<file path="config.mk">
export PLATFORM = sky130hd
export DESIGN_NAME = npu_row_streamer_flat
export DESIGN_NICKNAME = d
export VERILOG_FILES = /design/src/rtl/npu_row_streamer_if.sv /design/src/rtl/npu_row_streamer.sv /design/src/flat_wrapper.sv
export SDC_FILE = /design/constraint.sdc
export NUM_CORES = 1
export LEC_CHECK = 0
export ABC_CLOCK_PERIOD_IN_PS = 9300
export CAP_MARGIN = 20
export CELL_PAD_IN_SITES_DETAIL_PLACEMENT = 0
export CELL_PAD_IN_SITES_GLOBAL_PLACEMENT = 1
export CORE_MARGIN = 4
export CORE_UTILIZATION = 37
export CTS_CLUSTER_DIAMETER = 120
export CTS_CLUSTER_SIZE = 24
export DETAILED_ROUTE_END_ITERATION = 8
export GPL_TIMING_DRIVEN = 0
export PLACE_DENSITY = 0.61
export RECOVER_POWER = 25
export REMOVE_ABC_BUFFERS = 1
export SLEW_MARGIN = 25
export SYNTH_ARGS = -nofsm -noshare
export SYNTH_HDL_FRONTEND = slang
export SYNTH_SLANG_ARGS = --single-unit
</file>
<file path="constraint.sdc">
create_clock -name clk -period 9.3 [get_ports clk]
set_input_delay 0.93 -clock clk [delete_from_list [all_inputs] [get_ports clk]]
set_output_delay 0.93 -clock clk [all_outputs]
set_load 0.02 [all_outputs]
</file>
<file path="src/rtl/npu_row_streamer_if.sv">
// Link between the host-side row streamer and the NPU row controller.
//   npu_start  : one-cycle row start pulse (streamer -> controller)
//   npu_data   : pixel byte (streamer -> controller)
//   npu_valid  : npu_data qualifier (streamer -> controller)
//   npu_done   : row done pulse (controller -> streamer)
//   npu_result : row result byte, valid with npu_done (controller -> streamer)
interface npu_row_streamer_if;
  logic       npu_start;
  logic [7:0] npu_data;
  logic       npu_valid;
  logic       npu_done;
  logic [7:0] npu_result;

  modport master (
    output npu_start, npu_data, npu_valid,
    input  npu_done, npu_result
  );

  modport slave (
    input  npu_start, npu_data, npu_valid,
    output npu_done, npu_result
  );
endinterface

</file>
<file path="src/rtl/npu_row_streamer.sv">
// Host-side sender for the NPU row controller. Holds a NUM_ROWS x ROW_LEN frame of pixel bytes;
// on run, each row gets a start pulse, its bytes streamed over data/valid (GAP idle cycles after
// each non-final byte), then a wait for the done pulse whose result byte is stored per row.
// A row with no answer within TIMEOUT cycles aborts the frame and sets the sticky timeout_err.
//   clk, rst      : clock, synchronous active-high reset
//   load_we/addr/data : frame-buffer write port (ignored while busy or out of range)
//   run           : one-cycle frame request (ignored while busy)
//   npu           : controller link (master side)
//   res_addr/data : combinational result read port
//   busy, frame_done, timeout_err : frame status (all registered)
module npu_row_streamer #(
  parameter int unsigned ROW_LEN  = 32,
  parameter int unsigned NUM_ROWS = 4,
  parameter int unsigned GAP      = 0,
  parameter int unsigned TIMEOUT  = 1024,
  localparam int unsigned AW = (NUM_ROWS * ROW_LEN > 1) ? $clog2(NUM_ROWS * ROW_LEN) : 1,
  localparam int unsigned RW = (NUM_ROWS > 1) ? $clog2(NUM_ROWS) : 1
) (
  input  logic                clk,
  input  logic                rst,
  input  logic                load_we,
  input  logic [AW-1:0]       load_addr,
  input  logic [7:0]          load_data,
  input  logic                run,
  npu_row_streamer_if.master  npu,
  input  logic [RW-1:0]       res_addr,
  output logic [7:0]          res_data,
  output logic                busy,
  output logic                frame_done,
  output logic                timeout_err
);

  localparam int unsigned BW    = (ROW_LEN > 1) ? $clog2(ROW_LEN) : 1;
  localparam int unsigned TW    = (TIMEOUT > 1) ? $clog2(TIMEOUT) : 1;
  localparam int unsigned DEPTH = NUM_ROWS * ROW_LEN;

  localparam logic [BW-1:0] LAST_BYTE = BW'(ROW_LEN - 1);
  localparam logic [RW-1:0] LAST_ROW  = RW'(NUM_ROWS - 1);
  localparam logic [3:0]    GAP_LAST  = (GAP > 0) ? 4'(GAP - 1) : 4'd0;
  localparam logic [TW-1:0] TMO_LAST  = TW'(TIMEOUT - 1);

  typedef enum logic [2:0] {StIdle, StKick, StSend, StGap, StWait, StNext, StFin} state_e;

  state_e        state_q, state_d;
  logic [RW-1:0] row_q, row_d;
  logic [BW-1:0] byte_q, byte_d;
  logic [3:0]    gap_q, gap_d;
  logic [TW-1:0] tmo_q, tmo_d;
  logic          err_q, err_d;
  logic          res_we;

  logic          start_q, start_d;
  logic          valid_q, valid_d;
  logic [7:0]    data_q, data_d;
  logic          busy_q, busy_d;
  logic          fdone_q, fdone_d;
  logic [AW-1:0] rd_addr;

  logic [7:0]    frame_q  [DEPTH];
  logic [7:0]    result_q [NUM_ROWS];

  // Frame buffer: no reset, writes only while idle.
  always_ff @(posedge clk) begin
    if (load_we && !busy_q && (32'(load_addr) < DEPTH)) begin
      frame_q[load_addr] <= load_data;
    end
  end

  // State register, counters, result buffer and registered outputs.
  always_ff @(posedge clk) begin
    if (rst) begin
      state_q <= StIdle;
      row_q   <= '0;
      byte_q  <= '0;
      gap_q   <= '0;
      tmo_q   <= '0;
      err_q   <= 1'b0;
      start_q <= 1'b0;
      valid_q <= 1'b0;
      data_q  <= '0;
      busy_q  <= 1'b0;
      fdone_q <= 1'b0;
      for (int i = 0; i < NUM_ROWS; i++) result_q[i] <= '0;
    end else begin
      state_q <= state_d;
      row_q   <= row_d;
      byte_q  <= byte_d;
      gap_q   <= gap_d;
      tmo_q   <= tmo_d;
      err_q   <= err_d;
      start_q <= start_d;
      valid_q <= valid_d;
      data_q  <= data_d;
      busy_q  <= busy_d;
      fdone_q <= fdone_d;
      if (res_we) result_q[row_q] <= npu.npu_result;
    end
  end

  // Next-state and counter logic.
  always_comb begin
    state_d = state_q;
    row_d   = row_q;
    byte_d  = byte_q;
    gap_d   = gap_q;
    tmo_d   = tmo_q;
    err_d   = err_q;
    res_we  = 1'b0;
    unique case (state_q)
      StIdle: begin
        if (run) begin
          state_d = StKick;
          row_d   = '0;
          err_d   = 1'b0;
        end
      end
      StKick: begin
        byte_d  = '0;
        state_d = StSend;
      end
      StSend: begin
        if (byte_q == LAST_BYTE) begin
          state_d = StWait;
          tmo_d   = '0;
        end else if (GAP > 0) begin
          state_d = StGap;
          gap_d   = '0;
        end else begin
          byte_d  = byte_q + 1'b1;
        end
      end
      StGap: begin
        if (gap_q == GAP_LAST) begin
          state_d = StSend;
          byte_d  = byte_q + 1'b1;
        end else begin
          gap_d   = gap_q + 1'b1;
        end
      end
      StWait: begin
        // A done arriving on the last allowed cycle still wins over the abort.
        if (npu.npu_done) begin
          res_we  = 1'b1;
          state_d = StNext;
        end else if (tmo_q == TMO_LAST) begin
          err_d   = 1'b1;
          state_d = StFin;
        end else begin
          tmo_d   = tmo_q + 1'b1;
        end
      end
      StNext: begin
        if (row_q == LAST_ROW) begin
          state_d = StFin;
        end else begin
          row_d   = row_q + 1'b1;
          state_d = StKick;
        end
      end
      StFin: state_d = StIdle;
      default: state_d = StIdle;
    endcase
  end

  // Output next-values are decoded from the next state so every output comes straight off a flop.
  always_comb begin
    rd_addr = AW'(32'(row_d) * ROW_LEN + 32'(byte_d));
    start_d = (state_d == StKick);
    valid_d = (state_d == StSend);
    data_d  = valid_d ? frame_q[rd_addr] : 8'h00;
    busy_d  = (state_d != StIdle);
    fdone_d = (state_d == StFin);
  end

  always_comb begin
    res_data = 8'h00;
    if (32'(res_addr) < NUM_ROWS) res_data = result_q[res_addr];
  end

  assign npu.npu_start = start_q;
  assign npu.npu_valid = valid_q;
  assign npu.npu_data  = data_q;
  assign busy          = busy_q;
  assign frame_done    = fdone_q;
  assign timeout_err   = err_q;

endmodule
</file>
<file path="src/flat_wrapper.sv">
// flat-port wrapper written by rule: the top's interface ports become plain ports
module npu_row_streamer_flat 
#(
  parameter int unsigned ROW_LEN  = 32,
  parameter int unsigned NUM_ROWS = 4,
  parameter int unsigned GAP      = 0,
  parameter int unsigned TIMEOUT  = 1024,
  localparam int unsigned AW = (NUM_ROWS * ROW_LEN > 1) ? $clog2(NUM_ROWS * ROW_LEN) : 1,
  localparam int unsigned RW = (NUM_ROWS > 1) ? $clog2(NUM_ROWS) : 1
)
  (clk, rst, load_we, load_addr, load_data, run, res_addr, res_data, busy, frame_done, timeout_err, npu_npu_start, npu_npu_data, npu_npu_valid, npu_npu_done, npu_npu_result);
  npu_row_streamer_if npu_i ();
  input  logic clk;
  input  logic rst;
  input  logic load_we;
  input  logic [AW-1:0] load_addr;
  input  logic [7:0] load_data;
  input  logic run;
  input  logic [RW-1:0] res_addr;
  output logic [7:0] res_data;
  output logic busy;
  output logic frame_done;
  output logic timeout_err;
  output wire logic [$bits(npu_i.npu_start)-1:0] npu_npu_start;
  output wire logic [$bits(npu_i.npu_data)-1:0] npu_npu_data;
  output wire logic [$bits(npu_i.npu_valid)-1:0] npu_npu_valid;
  input wire logic [$bits(npu_i.npu_done)-1:0] npu_npu_done;
  input wire logic [$bits(npu_i.npu_result)-1:0] npu_npu_result;
  assign npu_npu_start = npu_i.npu_start;
  assign npu_npu_data = npu_i.npu_data;
  assign npu_npu_valid = npu_i.npu_valid;
  assign npu_i.npu_done = npu_npu_done;
  assign npu_i.npu_result = npu_npu_result;
  npu_row_streamer #(.ROW_LEN(ROW_LEN), .NUM_ROWS(NUM_ROWS), .GAP(GAP), .TIMEOUT(TIMEOUT)) u_core (.clk(clk), .rst(rst), .load_we(load_we), .load_addr(load_addr), .load_data(load_data), .run(run), .npu(npu_i), .res_addr(res_addr), .res_data(res_data), .busy(busy), .frame_done(frame_done), .timeout_err(timeout_err));
endmodule
</file>
==> flow_summary.yaml, run 1 <==
detailed_routing:
  ant_nets: 0
  drc: 0
  routedWlPerCell_um: 24.6
  first_pass_iters: 5
  vias: 23400
  initialDrtViolationCount: 1811
  wl_mm: 108
  via_per_inst: 5.32
setup_path:
  crit_chain: "clkbuf_1 -> clkbuf_1"
  cp_max_fo: 84
  critPathArrivalTime_ps: 5830
  crit_type: "input pin to register"
  critPathTopFamily: "buffers and inverters"
  r2r_end: "u_core.npu.npu_data[2]$_SDFF_PP0_"
  rr_worst_depth: 20
  reg2reg_setup_slack_ps: 3880
  crit_top_cell: "clkbuf_1"
  cp_slowest_cell: "clkbuf_1"
  end_kind: "register"
  cp-start-kind: "input pin"
  path_buf_inv: 2
  cp_slowest_stage_delay_ps: 3080
  rr_startpoint: "u_core.byte_q[0]$_SDFF_PP0_"
  critical_path_required_ps: 9130
timing:
  worst_pin_slew_ps: 4260
  setup_viol: 0
  clock_skew_ps: 28.1
  rsz0062_at_grt: "no"
  post-route-period-util: 0.645
  fin_ws_ps: 3300
  maxSlewViolCount: 791
  slew-limit-headroom: -1.84
  worst_hold_slack_ps: 484
  post-route-min-period_ps: 6000
  hold_viol: 0
  fmax_mhz: 167
die:
  die_area_um2: 125000
  ios: 51
  core_um2: 119000
  die_h_um: 354
  start_util: 0.374
  num_rows: 126
  die_w_um: 354
global_routing:
  grt_pass1_vias: 24000
  grt-ovfl-total: 0
  antenna_found_initial: 8
  grt_pass1_wl_mm: 158
  grt_max_degree: 85
  grt_usage: 0.169
pwr:
  p_per_area_nw_per_um2: 179
  cellLeakagePower_uw: 0.0153
  power_uw: 8840
  peakVddDrop_mv: 0.121
min_path:
  hp-start: "u_core.timeout_err$_SDFFE_PP0P_"
  hold_depth: 2
  min_path_type: "register to register"
  hold_end: "u_core.timeout_err$_SDFFE_PP0P_"
logic_synthesis:
  yosysWarnings: 0
  syn_inst: 2753
  avgSynthCellArea_um2: 16.1
  synth_seq_area_share: 0.732
  synth_flop_cell: "edfxtp_1"
  async_flop_share: 0
  ys_ff_latch: 1093
  synth_edf_count: 1056
  synth_area_um2: 44300
  synthDistinctLibCells: 50
cts:
  cts-root-buf: "clkbuf_16"
  cts_hold_buffers: 0
  clock_tree.buffer_depth: 3
  numCtsBuffers: 51
  htree_levels: 2
  cts.clk_slew.worst_paths_ps: 100
  post_cts_resized: 0
  cts_sinks: 1093
  clk_latency_ps: 670
  cts_setup_buffers: 0
  tritoncts: "done"
finish:
  nets: 2804
  fillers: 10700
  drive_gt1_frac: 0.148
  synthToLayoutAreaGrowth_pct: 11.3
  fin_cells: 4395
  final_util: 0.416
run_status:
  violations: "max-capacitance violations, max-slew violations"
  outcome: "complete, but fails checks"
flow_run:
  cap_viol_max_count: 12
placed_design:
  placed_cells: 4315
  gp_congestion: 0.787
  dpl.hpwl_mm: 71.8
  dp_slack_ps: 3920
  io_buffers: 50
-- per-layer routing --
metal,global-route usage,up-vias,wire length (um)
li1,-,10700,-
met1,0.230,12100,47500
met2,0.280,506,51900
met3,0.0330,130,6030
met4,0.0426,4,2630
met5,0,-,26
-- how the worst max path moves through the flow --
stage	startpoint	endpoint	slack, ps	depth (start not counted)
after floorplan	u_core.gap_q[0]$_SDFFE_PP0P_	u_core.npu.npu_data[0]$_SDFF_PP0_	-27670	10
after global placement	u_core.gap_q[0]$_SDFFE_PP0P_	u_core.npu.npu_data[2]$_SDFF_PP0_	-44760	11
after detailed placement	u_core.byte_q[0]$_SDFF_PP0_	u_core.npu.npu_data[6]$_SDFF_PP0_	3920	20
after CTS	u_core.byte_q[0]$_SDFF_PP0_	u_core.npu.npu_data[6]$_SDFF_PP0_	3900	20
after global routing	load_data[6]	u_core.frame_q[27][6]$_DFFE_PP_	2930	2
final	load_data[5]	u_core.frame_q[24][5]$_DFFE_PP_	3300	2
-- registers in the layout (all words and copies together) (netlist names) --
| register | count |
|---|---|
| u_core.frame_q | 1024 |
| u_core.result_q | 32 |
| u_core.tmo_q | 10 |
| u_core.npu.npu_data | 8 |
| u_core.byte_q | 5 |
| u_core.gap_q | 4 |
| u_core.state_q | 3 |
| u_core.row_q | 2 |
| u_core.busy | 1 |
| u_core.frame_done | 1 |
| u_core.npu.npu_start | 1 |
| u_core.npu.npu_valid | 1 |
| u_core.timeout_err | 1 |
-- cells in the final DEF, fill, tap and decap left out, types with 3 or more instances in the layout --
cell type | synthesis | final
a31oi_1 | 4 | 4
nand2_1 | 293 | 292
or2_2 | 3 | 3
dfxtp_1 | 37 | 37
nand3b_1 | 3 | 3
o21ai_0 | 4 | 4
inv_1 | 24 | 24
clkbuf_1 | 84 | 33
and3_1 | 5 | 5
mux4_2 | 8 | 8
clkdlybuf4s50_1 | 0 | 42
a21oi_1 | 7 | 7
o21bai_1 | 4 | 4
nor4_2 | 0 | 3
edfxtp_1 | 1056 | 1056
nand4_1 | 6 | 6
a41oi_1 | 64 | 64
nor2_1 | 183 | 183
nor2b_1 | 9 | 7
buf_16 | 0 | 51
or3b_2 | 5 | 5
xnor2_1 | 3 | 3
o211ai_1 | 257 | 257
mux2_1 | 9 | 9
xor2_1 | 9 | 9
or3_1 | 3 | 3
buf_12 | 0 | 6
buf_8 | 0 | 21
ha_1 | 6 | 6
nand2b_1 | 6 | 5
o22ai_1 | 8 | 8
nand3_1 | 17 | 15
nor4_1 | 19 | 16
mux2_2 | 247 | 247
mux2i_1 | 260 | 260
buf_6 | 18 | 3
clkbuf_16 | 0 | 53
diode_2 | 0 | 5
-- cells in the mapped netlist (4+ instances only) --
cell,instances,area (um^2)
edfxtp_1,1056,31700
nand2_1,293,1100
mux2i_1,260,2600
o211ai_1,257,1930
mux2_2,247,2780
nor2_1,183,687
clkbuf_1,84,315
a41oi_1,64,561
buf_2,57,285
dfxtp_1,37,741
inv_1,24,90.1
nor4_1,19,119
buf_6,18,203
nand3_1,17,85.1
buf_1,11,41.3
mux2_1,9,101
nor2b_1,9,56.3
xor2_1,9,78.8
mux4_2,8,180
o22ai_1,8,50.1
a21oi_1,7,35.0
ha_1,6,75.1
nand2b_1,6,37.5
nand4_1,6,37.5
and3_1,5,31.3
or3b_2,5,43.8
a31oi_1,4,25.0
o21ai_0,4,20.0
o21bai_1,4,30.0
-- per-stage QoR --
step | setup TNS [ps] | instance area, um^2
after floorplan | -256070 | 43500
after global placement | -413400 | 46000
after detailed placement | 0 | 48100
after CTS | 0 | 49500
after global routing | 0 | 49300
final | 0 | 49300
-- cell type report --
| class | instances | area [um^2] | share of cell area |
|---|---|---|---|
| Clock buffer | 74 | 1410 | 0.0285 |
| Multi-Input combinational cell | 1463 | 11000 | 0.223 |
| Antenna cell | 5 | 12.5 | 0.000254 |
| Clock inverter | 1 | 16.3 | 0.000330 |
| Inverter | 24 | 90.1 | 0.00183 |
| Sequential cell | 1093 | 32500 | 0.658 |
| Tap cell | 1600 | 2000 | 0.0406 |
| Timing Repair Buffer | 135 | 2340 | 0.0474 |
-- logic make-up after synthesis --
kind of cell,count (synthesis),share of synthesized area
flops,1093,0.732
fa+ha+maj,6,0.00169
mux,524,0.128
simple gates,560,0.0522
xor+xnor,12,0.00237
compound gates,361,0.0624
buf+inv,197,0.0216
-- power by group --
group          switching [uW]  internal (uW)  leakage, uW
clock network            1460           1050     0.000685
registers                10.2           5410      0.00983
logic                     475            422      0.00479
Power figures use the tool's default switching activity.
==> run 2: changes to the inputs <==
--- a/config.mk
+++ b/config.mk
@@ -5,7 +5,7 @@
 export SDC_FILE = /design/constraint.sdc
 export NUM_CORES = 1
 export LEC_CHECK = 0
-export ABC_CLOCK_PERIOD_IN_PS = 9300
+export ABC_CLOCK_PERIOD_IN_PS = 5400
 export CAP_MARGIN = 20
 export CELL_PAD_IN_SITES_DETAIL_PLACEMENT = 0
 export CELL_PAD_IN_SITES_GLOBAL_PLACEMENT = 1
@@ -15,7 +15,7 @@
 export CTS_CLUSTER_SIZE = 24
 export DETAILED_ROUTE_END_ITERATION = 8
 export GPL_TIMING_DRIVEN = 0
-export PLACE_DENSITY = 0.61
+export PLACE_DENSITY = 0.63
 export RECOVER_POWER = 25
 export REMOVE_ABC_BUFFERS = 1
 export SLEW_MARGIN = 25
==> constraint.sdc (replaced) <==
create_clock -name clk -period 5.4 [get_ports clk]
set_input_delay 0.54 -clock clk [delete_from_list [all_inputs] [get_ports clk]]
set_output_delay 0.54 -clock clk [all_outputs]
set_load 0.02 [all_outputs]
==> run 2 against run 1 <==
Compared with the run above: the run still ends with max-capacitance violations, max-slew violations left; non-clock buffer count rose by 3; utilization rose by 0.052 points; setup slack got worse by 3100 ps; final cell count barely moved; largest power group unchanged; critical path depth rose by 17; sequential cell count did not move; hold slack improved by 2.6 ps; die area did not move; final area rose by 0.12%.
==> flow_summary.yaml, run 2 (same netlist as run 1, synthesis figures left out) <==
pwr:
  peakVddDrop_mv: 0.234
  cellLeakagePower_uw: 0.0153
  p_per_area_nw_per_um2: 308
  power_uw: 15200
detailed_routing:
  ant_nets: 0
  routedWlPerCell_um: 24.1
  vias: 23300
  drc: 0
  via_per_inst: 5.31
  first_pass_iters: 6
  initialDrtViolationCount: 1728
  wl_mm: 106
run_status:
  outcome: "complete, but fails checks"
  violations: "max-capacitance violations, max-slew violations"
timing:
  maxSlewViolCount: 920
  worst_pin_slew_ps: 3830
  post-route-period-util: 0.956
  hold_viol: 0
  post-route-min-period_ps: 5160
  setup_viol: 0
  rsz0062_at_grt: "no"
  clock_skew_ps: 27.0
  fmax_mhz: 194
  worst_hold_slack_ps: 487
  slew-limit-headroom: -1.56
cts:
  clk_latency_ps: 660
  cts-root-buf: "clkbuf_16"
  htree_levels: 2
  clock_tree.buffer_depth: 3
  cts_sinks: 1093
  cts_hold_buffers: 0
  cts.clk_slew.worst_paths_ps: 100
  numCtsBuffers: 51
  tritoncts: "done"
setup_path:
  rr_startpoint: "u_core.byte_q[0]$_SDFF_PP0_"
  critical_path_required_ps: 5860
  startpoint: "u_core.byte_q[0]$_SDFF_PP0_"
  cp_slowest_cell: "nor4_1"
  critPathTopFamily: "compound AO/OA/AOI/OAI gates"
  end_kind: "register"
  reg2reg_setup_slack_ps: 240
  rr_worst_depth: 19
  r2r_end: "u_core.npu.npu_data[1]$_SDFF_PP0_"
  path_buf_inv: 8
  cp.depth: 19
  endpoint: "u_core.npu.npu_data[1]$_SDFF_PP0_"
  cp-start-kind: "register"
  cp_max_fo: 18
  crit_top_cell: "buf_16"
  critPathArrivalTime_ps: 5620
  crit_type: "register to register"
  cp_slowest_stage_delay_ps: 510
  crit_chain: "ha_1 -> nand3_1 -> inv_1 -> ha_1 -> nand2b_1 -> a21oi_1 -> o221ai_4 -> buf_16 -> buf_16 -> buf_16 -> buf_16 -> buf_16 -> buf_16 -> buf_16 -> mux2_2 -> o211ai_1 -> a41oi_1 -> nor4_1 -> o22ai_1"
global_routing:
  use_met3: 0.0282
  grt_max_degree: 91
  antenna_found_initial: 5
  grt_pass1_wl_mm: 156
  grt_pass1_vias: 23900
  grt_usage: 0.164
  met1_usage: 0.228
  grt_busiest_layer: "met2"
  grt-ovfl-total: 0
  grt_use_met2: 0.271
die:
  die_area_um2: 125000
  die_w_um: 354
  ios: 51
  core_um2: 119000
  start_util: 0.374
  num_rows: 126
  die_h_um: 354
finish:
  reg_top3: "u_core.frame_q x1024, u_core.result_q x32, u_core.tmo_q x10"
  multi_input_area_um2: 11000
  fillers: 10600
  nets: 2807
  largest_register_ff_count: 1024
  final_util: 0.417
  design_area_um2: 49400
  top_register: "u_core.frame_q"
  synthToLayoutAreaGrowth_pct: 11.4
  final_common_cell: "edfxtp_1"
  final_cell_mix: "1056 x edfxtp_1, 292 x nand2_1, 260 x mux2i_1"
  register_area_um2: 32500
  drive_gt1_frac: 0.153
placed_design:
  place_area_um2: 48100
  gp_congestion: 0.776
  io_buffers: 50
  dpl.hpwl_mm: 69.5
min_path:
  min_path_type: "register to register"
flow_run:
  cap_viol_max_count: 14
-- run 2: cell count changes in the layout (fill, tap and decap cells not counted), moves of 3 or more --
| cell | change |
|---|---|
| buf_4 | +3 |
| nor4_2 | +5 |
| nor4_1 | -5 |
| clkbuf_1 | -5 |
| clkbuf_2 | +6 |
| buf_16 | +3 |
-- run 2: what timing repair did --
action | CTS | global route
setup buffers | 0 | 3
gates resized for setup | 6 | 1
endpoints found under the setup margin | 5 | 8
pin swaps | 0 | 1
-- run 2: through the flow --
stage / TNS [ps] / instances / worst slack, ps
finish: 0 / 4396 / 236
global route: 0 / 4393 / 50.2
CTS: 0 / 4390 / 20.4
detailed placement: -146 / 4315 / -56.3
global placement: -801120 / 4230 / -48250
floorplan: -295070 / 2580 / -31570
-- run 2: layer usage --
metal	vias to the layer above	wire length, um
met3	119	5130
met1	12100	47800
met5	-	44
met4	6	2320
li1	10700	-
met2	477	50500
-- run 2: worst min-delay path: cells and delay by family (launching register included) --
kind	cells	cell delay, ps
AO/OA/AOI/OAI	2	120
flip-flops	1	320
-- run 2: layout make-up --
| type | count | share of cell area |
|---|---|---|
| antenna | 3 | 0.000152 |
| clock buffer | 72 | 0.0279 |
| clock inverter | 3 | 0.000836 |
| inverter | 24 | 0.00182 |
| multi-input combinational | 1463 | 0.224 |
| sequential | 1093 | 0.657 |
| tap | 1600 | 0.0405 |
| timing repair buffer | 138 | 0.0481 |
-- run 2: power by group --
| part | internal, uW | total, uW | switching (uW) |
|---|---|---|---|
| registers | 9320 | 9340 | 15.3 |
| logic | 732 | 1550 | 815 |
| clock network | 1790 | 4310 | 2520 |
| total | 11800 | 15200 | 3350 |
-- run 2: worst min-delay path by stage --
stage                                                from                              end  slack (ps)  depth (start not counted)
final                     u_core.timeout_err$_SDFFE_PP0P_  u_core.timeout_err$_SDFFE_PP0P_         490                          2
after global routing      u_core.timeout_err$_SDFFE_PP0P_  u_core.timeout_err$_SDFFE_PP0P_         530                          2
after CTS                                    load_data[4]  u_core.frame_q[36][4]$_DFFE_PP_         230                          1
after detailed placement  u_core.timeout_err$_SDFFE_PP0P_  u_core.timeout_err$_SDFFE_PP0P_         480                          2
after global placement    u_core.timeout_err$_SDFFE_PP0P_  u_core.timeout_err$_SDFFE_PP0P_         490                          2
after floorplan              u_core.tmo_q[6]$_SDFFE_PP0P_     u_core.tmo_q[6]$_SDFFE_PP0P_         470                          2
